`src/rtl/mem_pkg.sv`:
```
//------------------------------------------------------------------------------
// mem_pkg
// Shared types and constants for the memory access unit.
// Revision: 1.0
//------------------------------------------------------------------------------
`default_nettype none

package mem_pkg;

    localparam int DEF_DATA_W = 32;
    localparam int DEF_ADDR_W = 32;

    localparam int PORT_LOCAL = 0;
    localparam int PORT_NORTH = 1;

    typedef enum logic [1:0] {
        ST_IDLE = 2'd0,
        ST_REQ  = 2'd1,
        ST_DONE = 2'd2,
        ST_ERR  = 2'd3
    } mem_state_e;

    // A disabled timeout still needs a legal one-bit counter.
    function automatic int cnt_width(input int timeout);
        return (timeout > 0) ? $clog2(timeout + 1) : 1;
    endfunction

endpackage

`default_nettype wire

```
`src/rtl/mem_port_decode.sv`:
```
//------------------------------------------------------------------------------
// mem_port_decode
// Port select to one-hot read/write request plus invalid-port flag.
// Revision: 1.0
//------------------------------------------------------------------------------
`default_nettype none

module mem_port_decode #(
    parameter int N_PORTS = 2,
    parameter int SEL_W   = 1
) (
    input  logic [SEL_W-1:0]   i_sel,
    input  logic               i_load,
    input  logic               i_store,
    output logic [N_PORTS-1:0] o_read,
    output logic [N_PORTS-1:0] o_write,
    output logic               o_port_invalid
);

    for (genvar p = 0; p < N_PORTS; p++) begin : g_port
        assign o_read[p]  = i_load  & (i_sel == SEL_W'(p));
        assign o_write[p] = i_store & (i_sel == SEL_W'(p));
    end

    assign o_port_invalid = ({1'b0, i_sel} >= (SEL_W + 1)'(N_PORTS));

endmodule

`default_nettype wire

```
`src/rtl/mem_access_unit.sv`:
```
//------------------------------------------------------------------------------
// mem_access_unit
// Load/store engine: effective address, port decode, request, ready/timeout.
// Revision: 1.0
//------------------------------------------------------------------------------
`default_nettype none

module mem_access_unit
    import mem_pkg::*;
#(
    parameter int DATA_W  = DEF_DATA_W,
    parameter int ADDR_W  = DEF_ADDR_W,
    parameter int N_PORTS = 2,
    parameter int SEL_W   = 1,
    parameter int TIMEOUT = 255
) (
    input  logic                      clk,
    input  logic                      rst,
    input  logic                      op_valid,
    input  logic                      op_load,
    input  logic                      op_store,
    input  logic [DATA_W-1:0]         imm,
    input  logic [DATA_W-1:0]         r2,
    input  logic [DATA_W-1:0]         r1_in,
    input  logic [N_PORTS*DATA_W-1:0] mem_rdata,
    input  logic [N_PORTS-1:0]        mem_rdy,
    output logic [DATA_W-1:0]         r1_out,
    output logic [ADDR_W-1:0]         addr,
    output logic [DATA_W-1:0]         wdata,
    output logic [N_PORTS-1:0]        mem_read,
    output logic [N_PORTS-1:0]        mem_write,
    output logic                      mem_busy,
    output logic                      ld_done,
    output logic                      st_done,
    output logic                      mem_err
);

    localparam int CNT_W = cnt_width(TIMEOUT);

    mem_state_e          state_q, state_d;
    logic [ADDR_W-1:0]   addr_q, addr_d;
    logic [DATA_W-1:0]   wdata_q, wdata_d;
    logic [DATA_W-1:0]   data_q, data_d;
    logic [N_PORTS-1:0]  mem_read_q, mem_read_d;
    logic [N_PORTS-1:0]  mem_write_q, mem_write_d;
    logic                is_load_q, is_load_d;
    logic [CNT_W-1:0]    cnt_q, cnt_d;

    logic [DATA_W-1:0]   w_sum;
    logic [ADDR_W-1:0]   w_eff_addr;
    logic [SEL_W-1:0]    w_sel;
    logic [N_PORTS-1:0]  w_dec_read;
    logic [N_PORTS-1:0]  w_dec_write;
    logic                w_port_invalid;
    logic [N_PORTS-1:0]  w_req_mask;
    logic                w_rdy_hit;
    logic [DATA_W-1:0]   w_rdata_sel;
    logic                w_timeout;

    assign w_sum      = r2 + imm;
    assign w_eff_addr = ADDR_W'(w_sum);
    assign w_sel      = w_eff_addr[ADDR_W-1 -: SEL_W];

    mem_port_decode #(
        .N_PORTS (N_PORTS),
        .SEL_W   (SEL_W)
    ) u_decode (
        .i_sel          (w_sel),
        .i_load         (op_load & ~op_store),
        .i_store        (op_store & ~op_load),
        .o_read         (w_dec_read),
        .o_write        (w_dec_write),
        .o_port_invalid (w_port_invalid)
    );

    // Only the port currently being addressed may complete the request.
    assign w_req_mask = mem_read_q | mem_write_q;
    assign w_rdy_hit  = |(mem_rdy & w_req_mask);
    assign w_timeout  = (TIMEOUT != 0) && (cnt_q == CNT_W'(TIMEOUT - 1));

    always_comb begin
        w_rdata_sel = '0;
        for (int p = 0; p < N_PORTS; p++) begin
            if (w_req_mask[p]) begin
                w_rdata_sel = w_rdata_sel | mem_rdata[p*DATA_W +: DATA_W];
            end
        end
    end

    always_comb begin
        state_d     = state_q;
        addr_d      = addr_q;
        wdata_d     = wdata_q;
        data_d      = data_q;
        mem_read_d  = mem_read_q;
        mem_write_d = mem_write_q;
        is_load_d   = is_load_q;
        cnt_d       = cnt_q;
        case (state_q)
            ST_IDLE: begin
                if (op_valid && (op_load || op_store)) begin
                    if (op_load && op_store) begin
                        state_d = ST_ERR;
                    end else begin
                        addr_d    = w_eff_addr;
                        wdata_d   = r1_in;
                        is_load_d = op_load;
                        cnt_d     = '0;
                        if (w_port_invalid) begin
                            state_d = ST_ERR;
                        end else begin
                            state_d     = ST_REQ;
                            mem_read_d  = w_dec_read;
                            mem_write_d = w_dec_write;
                        end
                    end
                end
            end
            ST_REQ: begin
                cnt_d = cnt_q + 1'b1;
                if (w_rdy_hit) begin
                    if (is_load_q) begin
                        data_d = w_rdata_sel;
                    end
                    state_d     = ST_DONE;
                    mem_read_d  = '0;
                    mem_write_d = '0;
                end else if (w_timeout) begin
                    state_d     = ST_ERR;
                    mem_read_d  = '0;
                    mem_write_d = '0;
                end
            end
            ST_DONE: state_d = ST_IDLE;
            ST_ERR:  state_d = ST_IDLE;
            default: state_d = ST_IDLE;
        endcase
    end

    always_ff @(posedge clk or negedge rst) begin
        if (!rst) begin
            state_q     <= ST_IDLE;
            addr_q      <= '0;
            wdata_q     <= '0;
            data_q      <= '0;
            mem_read_q  <= '0;
            mem_write_q <= '0;
            is_load_q   <= 1'b0;
            cnt_q       <= '0;
        end else begin
            state_q     <= state_d;
            addr_q      <= addr_d;
            wdata_q     <= wdata_d;
            data_q      <= data_d;
            mem_read_q  <= mem_read_d;
            mem_write_q <= mem_write_d;
            is_load_q   <= is_load_d;
            cnt_q       <= cnt_d;
        end
    end

    assign addr      = addr_q;
    assign wdata     = wdata_q;
    assign mem_read  = mem_read_q;
    assign mem_write = mem_write_q;
    assign mem_busy  = (state_q == ST_REQ);
    assign ld_done   = (state_q == ST_DONE) &&  is_load_q;
    assign st_done   = (state_q == ST_DONE) && !is_load_q;
    assign mem_err   = (state_q == ST_ERR);
    assign r1_out    = ld_done ? data_q : r1_in;

endmodule

`default_nettype wire

```
`config.mk`:
```
export PLATFORM = sky130hd
export DESIGN_NAME = mem_access_unit
export DESIGN_NICKNAME = d
export VERILOG_FILES = /design/src/rtl/mem_pkg.sv /design/src/rtl/mem_port_decode.sv /design/src/rtl/mem_access_unit.sv
export SDC_FILE = /design/constraint.sdc
export NUM_CORES = 1
export LEC_CHECK = 0
export CAP_MARGIN = 20
export CORE_ASPECT_RATIO = 1.75
export CORE_MARGIN = 2
export CORE_UTILIZATION = 45
export CTS_BUF_LIST = sky130_fd_sc_hd__clkbuf_2
export CTS_CLUSTER_SIZE = 12
export DETAILED_ROUTE_END_ITERATION = 16
export HOLD_SLACK_MARGIN = 0.1
export PLACE_DENSITY = 0.84
export SKIP_CTS_REPAIR_TIMING = 1
export SYNTH_ARGS = -nofsm -noshare
export SYNTH_HDL_FRONTEND = slang
export SYNTH_SLANG_ARGS = --single-unit
```
`constraint.sdc`:
```
create_clock -name clk -period 2.4 [get_ports clk]
set_input_delay 0.36 -clock clk [delete_from_list [all_inputs] [get_ports clk]]
set_output_delay 0.36 -clock clk [all_outputs]
set_load 0.005 [all_outputs]
```
==> metrics.txt, run 1 <==
Synth Cell Area 6520 µm²; root buffer cell clkbuf_2; Max clock buf depth 2; io pins 271; worst min-delay path category in2async; period utilization 1.067; # DRC 0; post-layout util 0.7368; WL/cell 16.27 µm; I/O Buffers 270; Startpoint Class register; Skew-Pair Late Insertion Delay 0.58 ns; Max Cap Viol 0; DRT Pass-1 Iters 6; Relative slew margins 0.6578; RD Place Congestion 0.9508; gr usage total 0.2750; NumNets Final 1369; failing checks negative setup slack; Post-Syn Nets 1008; Yosys top cell by area dfrtp_1; post-route minimum period 2.561 ns; Leak Pwr 5.085 nW; crit path capture type output pin; Tightest Pin Transition 0.5079 ns; Fillers 1086; final setup vio count 2; largest net degree at the start of global routing 65; top_reg_cell synth dfrtp_1; pwr dens 1000 nW/µm²; first-pass GRT wire length 33300 µm; maximum VDD drop 0.5214 mV; CP max FO 17; final wirelength 22010 µm; Peak Freq 390.5 MHz; DRT antenna net count 0; Async S/R FF share, synth 1.000; top cell type's share of synthesized area 0.4260; DRT iter0 DRCs 300; Worst Path Required 2.04 ns; Post-Synthesis Cells 807; Critical Path AT 2.20 ns; Die W 94.99 µm; row count 58; vias in the first global route 7078; Die Ht 163.2 µm; worst clock skew 0.05242 ns; via/cell ratio 5.290; layout cells sized above 1 0.1416; Syn Area/Cell 8.079 µm²; Core Region 14300 µm²; H-tree depth 3; Sink Count 111; top cells by area, synth dfrtp_1 (43%), nand2_1 (15%), ha_1 (6.3%); outcome finished with violations; R2R depth 5; R2R Path Start mem_read[0]$_DFFE_PN0P_; Num CTS Buffers 9; initial antenna violation count 1; Worst-path clk slew 0.31 ns; hpwl dp 17480 µm; Worst Setup Path Type reg2out; crit path capture r1_out[27]; max-slew violations 0; die footprint 15510 µm²; Worst R2R Setup Slack 0.51 ns; r2r endpoint mem_write[1]$_DFFE_PN0P_; via count 7157; Worst Slack Setup Final -0.1610 ns; EDFF count, synth 0; Place WS -0.5001 ns; Area Growth Syn to Fin 61.56%; RSZ-0062 raised after global routing true; initial core utilization 0.4561; YS warnings 0; CTS tree yes; Netlist cell types 57; Overflow after GRT 0; Hold Fails Final Rpt 0; register area share after synthesis 0.4260; synthesized flop and latch total 111; Critical path origin state_q[0]$_DFFE_PN0P_
flip-flops by register name, indices dropped and copies added, names as in the netlist:
signal	flops
is_load_q	1
wdata	32
data_q	32
cnt_q	8
mem_read	2
state_q	2
mem_write	2
addr	32
Yosys cell counts (2+ instances only):
master      n
o21a_1      3
nand3b_1    4
o21ai_1    21
ha_1       33
xnor2_1    13
a31o_2      2
nand4_1    13
a21o_1      7
and2_1      3
a22oi_1    33
xor2_1     19
nor2_1     64
nand2b_1    3
nand3_1     7
a22o_1      2
dfrtp_1   111
buf_2       4
a21oi_2     4
a21oi_1    74
and3_1      2
nor3b_1     3
inv_1       3
nor3_1      2
nor4_1      2
inv_2       2
or3_1       2
a31oi_1     5
clkbuf_1   39
o21ai_2     2
o21ai_0    38
or2_2       2
nand2_1   260
area by class of cell:
class                   instances  area [µm²]  share of cell area
well taps                     180       225.2             0.02138
inverters                       5       21.27            0.002019
clock buffers                  10       50.05            0.004751
diodes                          1       2.502           0.0002376
clock inverters                 5       81.33            0.007721
flip-flops and latches        111        2779              0.2638
multi-input cells             647        3587              0.3405
repair buffers                394        3787              0.3595
power breakdown:
part	switching, W	leakage [nW]	internal [W]	total, W
clock	0.000619	0.0800	0.000346	0.000965
combinational	0.00315	3.65	0.00309	0.00624
sequential	0.000542	1.35	0.00279	0.00333
total	0.00431	5.08	0.00623	0.0105
worst max-delay path, cell delays in order, from the launching register on:
cell	delay [ns]
dfrtp_1	0.43
nand3b_1	0.23
inv_2	0.16
buf_12	0.17
nand2_1	0.12
nand2_1	0.08
clkdlybuf4s50_1	0.49
cell families after synthesis:
group,after synthesis,synth area share
xor+xnor,33,0.04548
simple gates,372,0.2345
buf+inv,49,0.02898
flops,111,0.4260
fa+ha+maj,34,0.06640
compound gates,206,0.1948
mux,2,0.003837
layout by cell type (no fill, tap or decap), drive strengths merged, types with 14 or more instances in the layout:
cell type	count
xnor2	14
a22oi	33
buf	122
ha	33
nand2	260
a21oi	78
xor2	19
o21ai	61
clkdlybuf4s50	237
dlymetal6s2s	32
dfrtp	111
nor2	65
worst min path at each step:
stage	start	endpoint	slack (ns)	cells after the start
after floorplan	rst	addr[0]$_DFFE_PN0P_	0.06	0
after detailed placement	rst	wdata[17]$_DFFE_PN0P_	0.20	1
after global placement	rst	wdata[17]$_DFFE_PN0P_	0.20	1
final	rst	wdata[19]$_DFFE_PN0P_	0.27	3
after CTS	rst	wdata[17]$_DFFE_PN0P_	-0.52	1
after global routing	rst	data_q[16]$_DFFE_PN0P_	0.22	3
metal layers:
metal	global-route usage	routed length, µm	vias to the layer above
met4	0.1410	1052	0
met1	0.2720	7422	3352
met5	0	0	-
met3	0.04751	1255	63
li1	-	-	3476
met2	0.5284	12280	266
per-stage QoR:
stage	hold WS, ns	setup TNS (ns)	std cells	power, W	instance area [µm²]
finish	0.2674	-0.3167	1353	0.01054	10530
global route	0.2194	-0.5366	1353	0.01135	10530
CTS	-0.5211	-7.023	1341	0.01048	10330
detailed placement	0.1958	-8.277	1326	0.009515	10200
global placement	0.1980	-6.970	1326	0.009312	10200
floorplan	0.06441	0	807	0.006259	6526
Note: power is estimated with default switching activity, not from simulation.
==> run 2: changes to the inputs <==
==> constraint.sdc (replaced) <==
create_clock -name clk -period 2.4 [get_ports clk]
set_input_delay 0.36 -clock clk [delete_from_list [all_inputs] [get_ports clk]]
set_output_delay 0.36 -clock clk [all_outputs]
set_load 0.02 [all_outputs]
==> metrics.txt, run 2 (synthesis results as in run 1) <==
# DRC 0; CP peak stage delay 0.40 ns; Startpoint Class input port; Net Sw Frac 0.4545; Critical Path AT 2.79 ns; most frequent cells in the layout nand2_1 (260), clkdlybuf4s50_1 (234), buf_4 (112); worst clock skew 0.04928 ns; WL/cell 16.17 µm; DRT Pass-1 Iters 7; R2R Path Start mem_read[0]$_DFFE_PN0P_; RD Place Congestion 0.9508; period utilization 0.9750; Worst Setup Path Type in2reg; Worst R2R Setup Slack 0.52 ns; DRT antenna net count 0; Hold Fails Final Rpt 0; Place WS -0.5001 ns; final wirelength 21780 µm; worst min-delay path category in2async; outcome complete, no violations; Area Growth Syn to Fin 60.10%; Layout Cells excl Fill 1347; Skew-Pair Late Insertion Delay 0.58 ns; pwr dens 1079 nW/µm²; Cell Chain, Critical Path clkdlybuf4s50_1 > ha_1 > fa_2 > a21o_1 > a31oi_1 > o21ai_2 > a31o_2 > nor2_2 > nor4_4 > a21oi_1 > xor2_1 > o21ai_1; root buffer cell clkbuf_2; Worst-path clk slew 0.31 ns; NumNets Final 1363; DRT iter0 DRCs 272; area occupied by multi-input gates 3580 µm²; max-slew violations 0; row count 58; Worst path slowest cell clkdlybuf4s50_1; Max clock buf depth 2; io pins 271; Tightest Pin Transition 0.5052 ns; NetSw 0.005120 W; initial core utilization 0.4561; Sink Count 111; Peak Freq 427.3 MHz; layout cells sized above 1 0.1389; Final Instance Area 10440 µm²; CTS tree yes; maximum VDD drop 0.5693 mV; post-route minimum period 2.340 ns; first-pass GRT wire length 33300 µm; initial antenna violation count 1; commonest non-fill, non-tap cell in the layout nand2_1; hpwl dp 17480 µm; vias in the first global route 7078; Worst Slack Setup Final 0.05990 ns; Die W 94.99 µm; power share of the clock group 0.086; gr usage total 0.2750; Fillers 1098; die footprint 15510 µm²; R2R depth 5; Core Region 14300 µm²; Sequential Power Share 0.296; H-tree depth 3; I/O Buffers 270; Leak Pwr 5.050 nW; crit path capture type register; Worst Path Required 2.85 ns; final setup vio count 0; r2r endpoint mem_write[1]$_DFFE_PN0P_; Setup TNS Final 0 ns; Sequential Area 2779 µm²; power share of the combinational group 0.618; Relative slew margins 0.6597; CP max FO 3; placed inst area 10200 µm²; via count 7110; Int Power 0.006144 W; Design Power 0.01126 W; Num CTS Buffers 9; Overflow after GRT 0; Die Ht 163.2 µm; largest net degree at the start of global routing 65; via/cell ratio 5.278; Max Cap Viol 0; DP Cell Count 1326; RSZ-0062 raised after global routing false
-- run 2: power by group through the flow --
stage / combinational (W) / sequential, W / clock [W]
after floorplan: 0.00314 / 0.00397 / 0
after detailed placement: 0.00700 / 0.00339 / 0
after global routing: 0.00757 / 0.00345 / 0.00106
after global placement: 0.00684 / 0.00334 / 0
after CTS: 0.00701 / 0.00334 / 0.000992
final: 0.00696 / 0.00334 / 0.000965
-- run 2: worst max path at each step --
| stage | from | to | slack, ns |
|---|---|---|---|
| 6_report | imm[0] | addr[28]$_DFFE_PN0P_ | 0.06 |
| 5_1_grt | state_q[0]$_DFFE_PN0P_ | r1_out[30] | 0.002 |
| 4_1_cts | state_q[1]$_DFFE_PN0P_ | r1_out[25] | -0.37 |
| 3_5_place_dp | imm[0] | addr[28]$_DFFE_PN0P_ | -0.50 |
| 3_3_place_gp | imm[0] | addr[28]$_DFFE_PN0P_ | -0.48 |
| 2_1_floorplan | imm[0] | addr[26]$_DFFE_PN0P_ | 0.04 |
-- run 2: area by class of cell --
class / instances / share of cell area
multi-input cells: 647 / 0.3429
well taps: 180 / 0.02157
repair buffers: 388 / 0.3547
clock buffers: 10 / 0.004794
flip-flops and latches: 111 / 0.2662
diodes: 1 / 0.0002397
inverters: 5 / 0.001798
clock inverters: 5 / 0.007791
-- run 2: critical path: cells and delay by family --
kind	cells	cell delay (ns)
AO/OA/AOI/OAI	6	1.05
adder cells (fa/ha/maj)	2	0.59
buffers and inverters	1	0.40
AND/OR/NAND/NOR	2	0.22
XOR/XNOR	1	0.17
-- run 2: per-layer routing --
layer,part of all wire,up-vias,wire length [µm],track usage
li1,-,3463,-,-
met1,0.34,3352,7431,0.2720
met2,0.56,239,12110,0.5284
met3,0.056,56,1211,0.04751
met4,0.047,0,1030,0.1410
met5,0,-,0,0
-- run 2: per-stage QoR --
step	hold slack, ns	util
CTS	-0.5211	0.7227
floorplan	0.06441	-
finish	0.2568	0.7302
global placement	0.1980	0.7135
global route	0.2193	0.7302
detailed placement	0.1958	0.7135
==> run 3: changes to the inputs <==
--- a/config.mk
+++ b/config.mk
@@ -8,12 +8,11 @@
 export CAP_MARGIN = 20
 export CORE_ASPECT_RATIO = 1.75
 export CORE_MARGIN = 2
-export CORE_UTILIZATION = 45
+export CORE_UTILIZATION = 48
 export CTS_BUF_LIST = sky130_fd_sc_hd__clkbuf_2
 export CTS_CLUSTER_SIZE = 12
 export DETAILED_ROUTE_END_ITERATION = 16
-export HOLD_SLACK_MARGIN = 0.1
-export PLACE_DENSITY = 0.84
+export PLACE_DENSITY = 0.88
 export SKIP_CTS_REPAIR_TIMING = 1
 export SYNTH_ARGS = -nofsm -noshare
 export SYNTH_HDL_FRONTEND = slang
==> constraint.sdc (replaced) <==
create_clock -name clk -period 2.8 [get_ports clk]
set_input_delay 0.42 -clock clk [delete_from_list [all_inputs] [get_ports clk]]
set_output_delay 0.42 -clock clk [all_outputs]
set_load 0.02 [all_outputs]
==> metrics.txt, run 3 (synthesis results as in run 1) <==
die footprint 14570 µm²; CP peak stage delay 0.66 ns; Skew-Pair Late Insertion Delay 0.60 ns; vias in the first global route 6890; power share of the clock group 0.080; placed inst area 9759 µm²; largest net degree at the start of global routing 65; period utilization 0.9511; Sequential Power Share 0.305; hpwl dp 16680 µm; H-tree depth 3; via/cell ratio 5.335; Design Power 0.009403 W; NumNets Final 1307; CP max FO 8; CTS tree yes; Die Ht 158.2 µm; max-slew violations 0; Area Growth Syn to Fin 53.21%; root buffer cell clkbuf_2; DRT antenna net count 0; via count 6856; Cell Chain, Critical Path nand2b_1 > inv_2 > clkdlybuf4s50_1; io pins 271; Startpoint Class register; final wirelength 21450 µm; Sink Count 111; final setup vio count 0; # DRC 0; gr usage total 0.2877; commonest non-fill, non-tap cell in the layout nand2_1; Leak Pwr 4.756 nW; NetSw 0.004344 W; Worst Setup Path Type reg2out; Tightest Pin Transition 0.6396 ns; Hold Fails Final Rpt 0; Max clock buf depth 2; pwr dens 941.3 nW/µm²; Critical Path AT 2.24 ns; Num CTS Buffers 9; Die W 92.10 µm; I/O Buffers 270; worst clock skew 0.04565 ns; initial antenna violation count 1; layout cells sized above 1 0.09279; most frequent cells in the layout nand2_1 (260), clkdlybuf4s50_1 (237), dfrtp_1 (109); DRT Pass-1 Iters 5; crit path capture type output pin; DRT iter0 DRCs 220; WL/cell 16.69 µm; Net Sw Frac 0.4620; worst min-delay path category in2async; outcome complete, no violations; Worst Path Required 2.38 ns; Overflow after GRT 0; Peak Freq 375.5 MHz; Relative slew margins 0.5736; power share of the combinational group 0.615; Int Power 0.005059 W; Setup TNS Final 0 ns; post-layout util 0.7504; Worst path slowest cell clkdlybuf4s50_1; Max Cap Viol 0; Hold Slack 0.3028 ns; first-pass GRT wire length 32910 µm; post-route minimum period 2.663 ns; RD Place Congestion 0.9545; initial core utilization 0.4898; Final Instance Area 9990 µm²; maximum VDD drop 0.5539 mV; row count 56; Core Region 13310 µm²; Worst-path clk slew 0.32 ns
## run 3: path summary, 6_finish.rpt
path                                         from                     end  slack (ns)  cells after the start
max                        state_q[1]$_DFFE_PN0P_                mem_busy        0.14                      3
min reg2reg                 wdata[20]$_DFFE_PN0P_   wdata[20]$_DFFE_PN0P_        0.51                      2
min                                           rst   wdata[25]$_DFFE_PN0P_        0.30                      2
min in group clk                         r1_in[6]    wdata[6]$_DFFE_PN0P_        0.32                      3
max in group asynchronous                     rst    wdata[9]$_DFFE_PN0P_        1.75                      3
max reg2reg                state_q[1]$_DFFE_PN0P_  data_q[12]$_DFFE_PN0P_        0.76                      7
## run 3: critical path, delay by kind of cell (launching register included)
| kind | cells | cell delay, ns |
|---|---|---|
| AND/OR/NAND/NOR | 1 | 0.29 |
| flip-flops | 1 | 0.51 |
| buffers and inverters | 2 | 0.88 |
## run 3: per-stage QoR
stage / std cells / setup WS [ns]
finish: 1285 / 0.1371
detailed placement: 1267 / -0.2511
global placement: 1267 / -0.1847
CTS: 1282 / -0.3051
floorplan: 807 / 0.3000
global route: 1285 / -0.006138
## run 3: metal layers
layer / track usage / routed length (µm) / part of all wire / up-vias
met1: 0.2841 / 7393 / 0.34 / 3218
met4: 0.1436 / 916 / 0.043 / 0
met3: 0.05902 / 1230 / 0.057 / 52
li1: - / - / - / 3345
met5: 0 / 0 / 0 / -
met2: 0.5588 / 11910 / 0.56 / 241
## run 3: final cells by class
cell class,instances,area (µm²)
multi-input combinational,647,3570
fill,985,3323
timing repair buffer,332,3286
sequential,111,2780
tap,174,217.7
clock inverter,5,65.06
clock buffer,10,50.05
inverter,5,18.77
antenna,1,2.502
## run 3: power by group through the flow
stage	registers (W)	logic (W)	clock network, W
2_1_floorplan	0.00341	0.00269	0
3_3_place_gp	0.00288	0.00567	0
3_5_place_dp	0.00291	0.00580	0
4_1_cts	0.00287	0.00580	0.000779
5_1_grt	0.00297	0.00629	0.000844
6_report	0.00287	0.00578	0.000755
